===== src/rtl/snitch_wrr_scheduler.sv =====
// Weighted round-robin scheduler sharing one request port among NrPorts requesters,
// with burst locking and per-port outstanding-read credit tracking.
module snitch_wrr_scheduler #(
    parameter int unsigned NrPorts        = 4,
    parameter int unsigned DataWidth      = 64,
    parameter int unsigned WeightWidth    = 4,
    parameter int unsigned MaxOutstanding = 4,
    parameter int unsigned IdWidth        = $clog2(NrPorts),
    parameter int unsigned CntWidth       = $clog2(MaxOutstanding + 1)
) (
    input  logic                                clk_i,
    input  logic                                rst_i,
    input  logic [NrPorts-1:0][WeightWidth-1:0] weight_i,
    input  logic [NrPorts-1:0]                  req_valid_i,
    output logic [NrPorts-1:0]                  req_ready_o,
    input  logic [NrPorts-1:0][DataWidth-1:0]   req_data_i,
    input  logic [NrPorts-1:0]                  req_last_i,
    input  logic [NrPorts-1:0]                  req_write_i,
    output logic                                req_valid_o,
    input  logic                                req_ready_i,
    output logic [DataWidth-1:0]                req_data_o,
    output logic                                req_last_o,
    output logic                                req_write_o,
    output logic [IdWidth-1:0]                  req_id_o,
    input  logic                                resp_valid_i,
    input  logic                                resp_ready_i,
    input  logic                                resp_last_i,
    input  logic [IdWidth-1:0]                  resp_id_i,
    output logic [NrPorts-1:0][CntWidth-1:0]    outstanding_o,
    output logic                                err_o
);

    localparam logic [0:0] StArb   = 1'b0;
    localparam logic [0:0] StGrant = 1'b1;

    localparam logic [CntWidth-1:0] CntMax = CntWidth'(MaxOutstanding);
    localparam logic [IdWidth-1:0]  LastId = IdWidth'(NrPorts - 1);

    logic [0:0]                       state_q, state_d;
    logic [IdWidth-1:0]               ptr_q, ptr_d;
    logic [IdWidth-1:0]               gnt_q, gnt_d;
    logic [WeightWidth-1:0]           budget_q, budget_d;
    logic                             mid_q, mid_d;
    logic [NrPorts-1:0][CntWidth-1:0] cnt_q, cnt_d;
    logic                             err_q, err_d;

    logic [NrPorts-1:0] elig;
    logic               win_found;
    logic [IdWidth-1:0] win_idx;
    logic [IdWidth-1:0] scan_idx;
    logic               in_grant;
    logic               open;
    logic               beat;
    logic               beat_last;
    logic               resp_fire;

    // A port may compete if it has a request and, for reads, credit left
    always_comb begin
        elig = '0;
        for (int unsigned i = 0; i < NrPorts; i++) begin
            elig[IdWidth'(i)] = req_valid_i[IdWidth'(i)] &
                                (req_write_i[IdWidth'(i)] | (cnt_q[IdWidth'(i)] < CntMax));
        end
    end

    // Round-robin scan starting at ptr
    always_comb begin
        win_found = 1'b0;
        win_idx   = '0;
        scan_idx  = '0;
        for (int unsigned k = 0; k < NrPorts; k++) begin
            scan_idx = IdWidth'((32'(ptr_q) + k) % NrPorts);
            if (!win_found && elig[scan_idx]) begin
                win_found = 1'b1;
                win_idx   = scan_idx;
            end
        end
    end

    assign in_grant    = (state_q == StGrant);
    assign open        = mid_q | elig[gnt_q];
    assign req_valid_o = in_grant & req_valid_i[gnt_q] & open;
    assign req_data_o  = req_data_i[gnt_q];
    assign req_last_o  = req_last_i[gnt_q];
    assign req_write_o = req_write_i[gnt_q];
    assign req_id_o    = gnt_q;
    assign beat        = req_valid_o & req_ready_i;
    assign beat_last   = beat & req_last_o;
    assign resp_fire   = resp_valid_i & resp_ready_i & resp_last_i;

    assign outstanding_o = cnt_q;
    assign err_o         = err_q;

    // Upstream ready only reaches the granted port
    always_comb begin
        req_ready_o          = '0;
        req_ready_o[gnt_q]   = in_grant & req_ready_i & open;
    end

    // Grant state machine: next state
    always_comb begin
        state_d  = state_q;
        ptr_d    = ptr_q;
        gnt_d    = gnt_q;
        budget_d = budget_q;
        mid_d    = mid_q;
        case (state_q)
            StArb: begin
                if (win_found) begin
                    state_d  = StGrant;
                    gnt_d    = win_idx;
                    budget_d = weight_i[win_idx];
                    mid_d    = 1'b0;
                end
            end
            StGrant: begin
                if (beat) begin
                    mid_d = !req_last_o;
                end
                if ((beat_last && (budget_q == '0)) || (!mid_q && !elig[gnt_q])) begin
                    state_d = StArb;
                    ptr_d   = (gnt_q == LastId) ? '0 : gnt_q + IdWidth'(1);
                end else if (beat_last) begin
                    budget_d = budget_q - WeightWidth'(1);
                end
            end
            default: state_d = StArb;
        endcase
    end

    // Outstanding-read counters and sticky underflow error
    always_comb begin
        logic inc;
        logic dec;
        inc   = 1'b0;
        dec   = 1'b0;
        cnt_d = cnt_q;
        err_d = err_q;
        for (int unsigned i = 0; i < NrPorts; i++) begin
            inc = beat_last & !req_write_o & (gnt_q == IdWidth'(i));
            dec = resp_fire & (resp_id_i == IdWidth'(i));
            if (inc && !dec) begin
                cnt_d[IdWidth'(i)] = cnt_q[IdWidth'(i)] + CntWidth'(1);
            end else if (dec && !inc) begin
                if (cnt_q[IdWidth'(i)] == '0) begin
                    err_d = 1'b1;
                end else begin
                    cnt_d[IdWidth'(i)] = cnt_q[IdWidth'(i)] - CntWidth'(1);
                end
            end
        end
    end

    // State registers
    always_ff @(posedge clk_i) begin
        if (rst_i) begin
            state_q  <= StArb;
            ptr_q    <= '0;
            gnt_q    <= '0;
            budget_q <= '0;
            mid_q    <= 1'b0;
            cnt_q    <= '0;
            err_q    <= 1'b0;
        end else begin
            state_q  <= state_d;
            ptr_q    <= ptr_d;
            gnt_q    <= gnt_d;
            budget_q <= budget_d;
            mid_q    <= mid_d;
            cnt_q    <= cnt_d;
            err_q    <= err_d;
        end
    end

endmodule

===== config.mk =====
export PLATFORM = sky130hd
export DESIGN_NAME = snitch_wrr_scheduler
export DESIGN_NICKNAME = d
export VERILOG_FILES = /design/src/rtl/snitch_wrr_scheduler.sv
export SDC_FILE = /design/constraint.sdc
export NUM_CORES = 1
export LEC_CHECK = 0
export BUFFER_PORTS_ARGS = -buffer_cell sky130_fd_sc_hd__buf_2
export CORE_AREA = 5 5 145 147
export CTS_CLUSTER_SIZE = 20
export DETAILED_ROUTE_END_ITERATION = 8
export DIE_AREA = 0 0 150 152
export GPL_ROUTABILITY_DRIVEN = 0
export PLACE_DENSITY_LB_ADDON = 0.12
export SYNTH_ARGS = -nofsm -noshare
export SYNTH_HDL_FRONTEND = slang
export SYNTH_SLANG_ARGS = --single-unit

===== constraint.sdc =====
create_clock -name clk_i -period 3.7 [get_ports clk_i]
set_input_delay 1.11 -clock clk_i [delete_from_list [all_inputs] [get_ports clk_i]]
set_output_delay 1.11 -clock clk_i [all_outputs]
set_load 0.02 [all_outputs]

==> flow_summary_export.csv <==
group,metric,value,unit
global_routing,antenna_found_initial,15,
route,drt_iter0_drc,246,
route,firstDrtPassIters,4,
critical_path,critPathMaxFanout,6,
route,wl_per_cell,22.04,um
power_and_ir_drop,power_leakage,0.002674,uW
critical_path,critPathSlowestCell,"nor2_1",
timing,max_freq,0.2831,GHz
floorplan,die_width,150,um
finish,layout.cells.non_filler,950,
synthesis,synth_cell_types,47,
timing,timing.final.ws_setup,0.1681,ns
timing,rsz0062_at_grt,"no",
floorplan,core,19780,um2
global_routing,grt_first_pass_wirelength,29150,um
critical_path,arrival,2.42,ns
power_and_ir_drop,ir_drop,124.5,uV
run,drv_cap,0,
synthesis,syn-cell-area,3323,um2
critical_path,critPathLaunchType,"primary input",
critical_path,path_common_cell,"buf_2",
synthesis,yosys-top-cells-area,"mux4_2, dfxtp_1, ha_1",
clock_tree,clk_latency,0.26,ns
synthesis,syn_inst,297,
power_and_ir_drop,p_seq_share,21.5,%
synthesis,async_flop_share,0,%
synthesis,ys_seq_area_share,13.86,%
timing,hold_violations,0,
clock_tree,cts_tree,"done",
global_routing,first_global_vias,4556,
global_routing,grt_overflow,0,
placement,dp_slack,0.06089,ns
timing,tightestPinTransition,0.6514,ns
synthesis,synth-edff-count,0,
timing,tns,0,ns
timing,period_needed,3.532,ns
placement,dp_cells,936,
synthesis,yosys.cell_count.top_type,"mux4_2",
synthesis,synth_nets,607,
status,status,"completed",
synthesis,synthTopCellsByCount,"mux4_2, nand2_1, nor2_1",
placement,hpwl,18650,um
finish,final_cell_area,5658,um2
clock_tree,cts.clk_slew.worst_paths,0.06,ns
route,remaining_drc_errors,0,
synthesis,synth_ff_type,"dfxtp_1",
synthesis,synth_seq_cells,23,
synthesis,yosysWarnings,0,
clock_tree,cts_buffers,3,
route,wirelength,20940,um
clock_tree,ctsHoldBuffers,0,
floorplan,dieArea,22800,um2
clock_tree,h-tree-depth,1,
critical_path,crit_path_cell_trace,"buf_2 -> nand2b_1 -> a31oi_1 -> o221ai_1 -> nand2_1 -> nor2_1 -> and2_1 -> buf_2",
timing,maxSlewViolCount,0,
synthesis,synth.largest_area_cell,"mux4_2",
critical_path,worst-setup-path-type,"primary input to output port",
route,via_count,4366,
finish,final_layout_size_suffix_gt1_share,69.85,%
power_and_ir_drop,p_per_area,227.5,nW/um2
clock_tree,cts_setup_buffers,0,
placement,io_buffers,377,
route,detail-route-antenna-nets,0,
power_and_ir_drop,p_clk_share,18.1,%
floorplan,ios,378,
finish,syn_to_final_growth,70.26,%
critical_path,required,2.59,ns
floorplan,start_util,16.80,%
clock_tree,cts_buffer_depth,2,
timing,clock_skew,0.005404,ns
global_routing,grt_max_degree,36,
clock_tree,clk_root_buffer_cell,"clkbuf_16",
power_and_ir_drop,p_switching,504.1,uW
finish,final_nets,981,
synthesis,syn_avg_cell_area,11.19,um2
clock_tree,cts.sinks,23,
critical_path,end_kind,"output port",
placement,placed_area,5554,um2
synthesis,yosysTopAreaCellShare,44.73,%
timing,finalCritPeriodShare,95.46,%
worst_hold_path,hold_path_class,"flop to flop",
route,vias_per_cell,4.596,
power_and_ir_drop,combPwrFrac,60.4,%
floorplan,dieHeight,152,um
critical_path,cp_slowest_stage_delay,0.27,ns
clock_tree,cts_resized,0,
global_routing,grt.total_usage,16.92,%
power_and_ir_drop,p_int,782.9,uW
power_and_ir_drop,switching_share,39.17,%
timing,slew_headroom,56.57,%
power_and_ir_drop,total_power,1287,uW
floorplan,row_count,52,
timing,setup_violations,0,
## per-stage QoR
step	utilization [%]	hold WS, ns
floorplan	-	0.4357
global placement	28.08	0.4497
detailed placement	28.08	0.4535
CTS	28.48	0.4614
global route	28.57	0.4938
finish	28.61	0.4670
## path summary, 6_finish.rpt
path | start | slack (ns) | to | cells past startpoint
hold reg to reg | budget_q[3] | 0.47 | budget_q[3] | 2
hold / removal | budget_q[3] | 0.47 | budget_q[3] | 2
setup / recovery | req_write_i[2] | 0.17 | req_ready_o[0] | 8
setup reg to reg | req_id_o[0] | 0.83 | outstanding_o[2] | 14
## state kept, by name (all words and copies together) (netlist names)
register,count
req_id_o,2
budget_q,4
outstanding_o,12
mid_q,1
ptr_q,2
err_o,1
in_grant,1
## layout by cell type, fill, tap and decap left out, types with 3 or more instances in the layout
| master | netlist | layout |
|---|---|---|
| buf_2 | 7 | 377 |
| mux4_2 | 66 | 66 |
| nand2_1 | 31 | 31 |
| nor2_1 | 24 | 24 |
| dfxtp_1 | 23 | 21 |
| inv_1 | 18 | 18 |
| ha_1 | 14 | 14 |
| a21oi_1 | 13 | 13 |
| buf_4 | 0 | 12 |
| diode_2 | 0 | 10 |
| nand3_1 | 5 | 5 |
| nand2b_1 | 5 | 5 |
| nor2b_1 | 5 | 5 |
| and2_1 | 5 | 5 |
| nor4b_1 | 5 | 5 |
| nor4_1 | 4 | 4 |
| xnor2_1 | 4 | 4 |
| xor2_1 | 4 | 4 |
| nor3_1 | 4 | 4 |
| mux2i_1 | 4 | 4 |
| fa_1 | 4 | 4 |
| and3_1 | 3 | 3 |
| mux4_1 | 3 | 3 |
| a31oi_1 | 3 | 3 |
| nand4_1 | 3 | 3 |
| clkbuf_16 | 0 | 3 |
## power groups by stage
stage          registers (uW)  logic, uW  clock network (uW)
2_1_floorplan             278        446                   0
3_3_place_gp              282        781                   0
3_5_place_dp              282        782                   0
4_1_cts                   276        787                 243
5_1_grt                   279        834                 253
6_report                  277        777                 233
## layout make-up
type                            instances  area (um2)
Sequential cell                        23       467.9
Timing Repair Buffer                  389        1977
Clock buffer                            4       78.83
Multi-Input combinational cell        236        2704
Tap cell                              270       337.8
Fill cell                            2238       14120
Inverter                               18       67.56
Antenna cell                           10       25.02
## critical path, delay by kind of cell
family	cells	cell delay (ns)
AND/OR/NAND/NOR	4	0.72
buffers and inverters	2	0.24
AO/OA/AOI/OAI	2	0.35
## cell families after synthesis
| group | Yosys count | share of synthesized area (%) |
|---|---|---|
| simple gates | 103 | 15.63 |
| mux | 76 | 49.44 |
| compound gates | 31 | 6.514 |
| buf+inv | 38 | 4.781 |
| xor+xnor | 8 | 2.108 |
| flops | 23 | 13.86 |
| fa+ha+maj | 18 | 7.681 |
## routing by layer
| layer | vias up | GRT usage (%) | share of wire (%) |
|---|---|---|---|
| li1 | 1940 | - | - |
| met5 | - | 0 | 0.25 |
| met4 | 8 | 4.270 | 1.9 |
| met1 | 2139 | 20.30 | 38 |
| met3 | 28 | 7.149 | 12 |
| met2 | 251 | 27.94 | 48 |
Power figures use the tool's default switching activity.
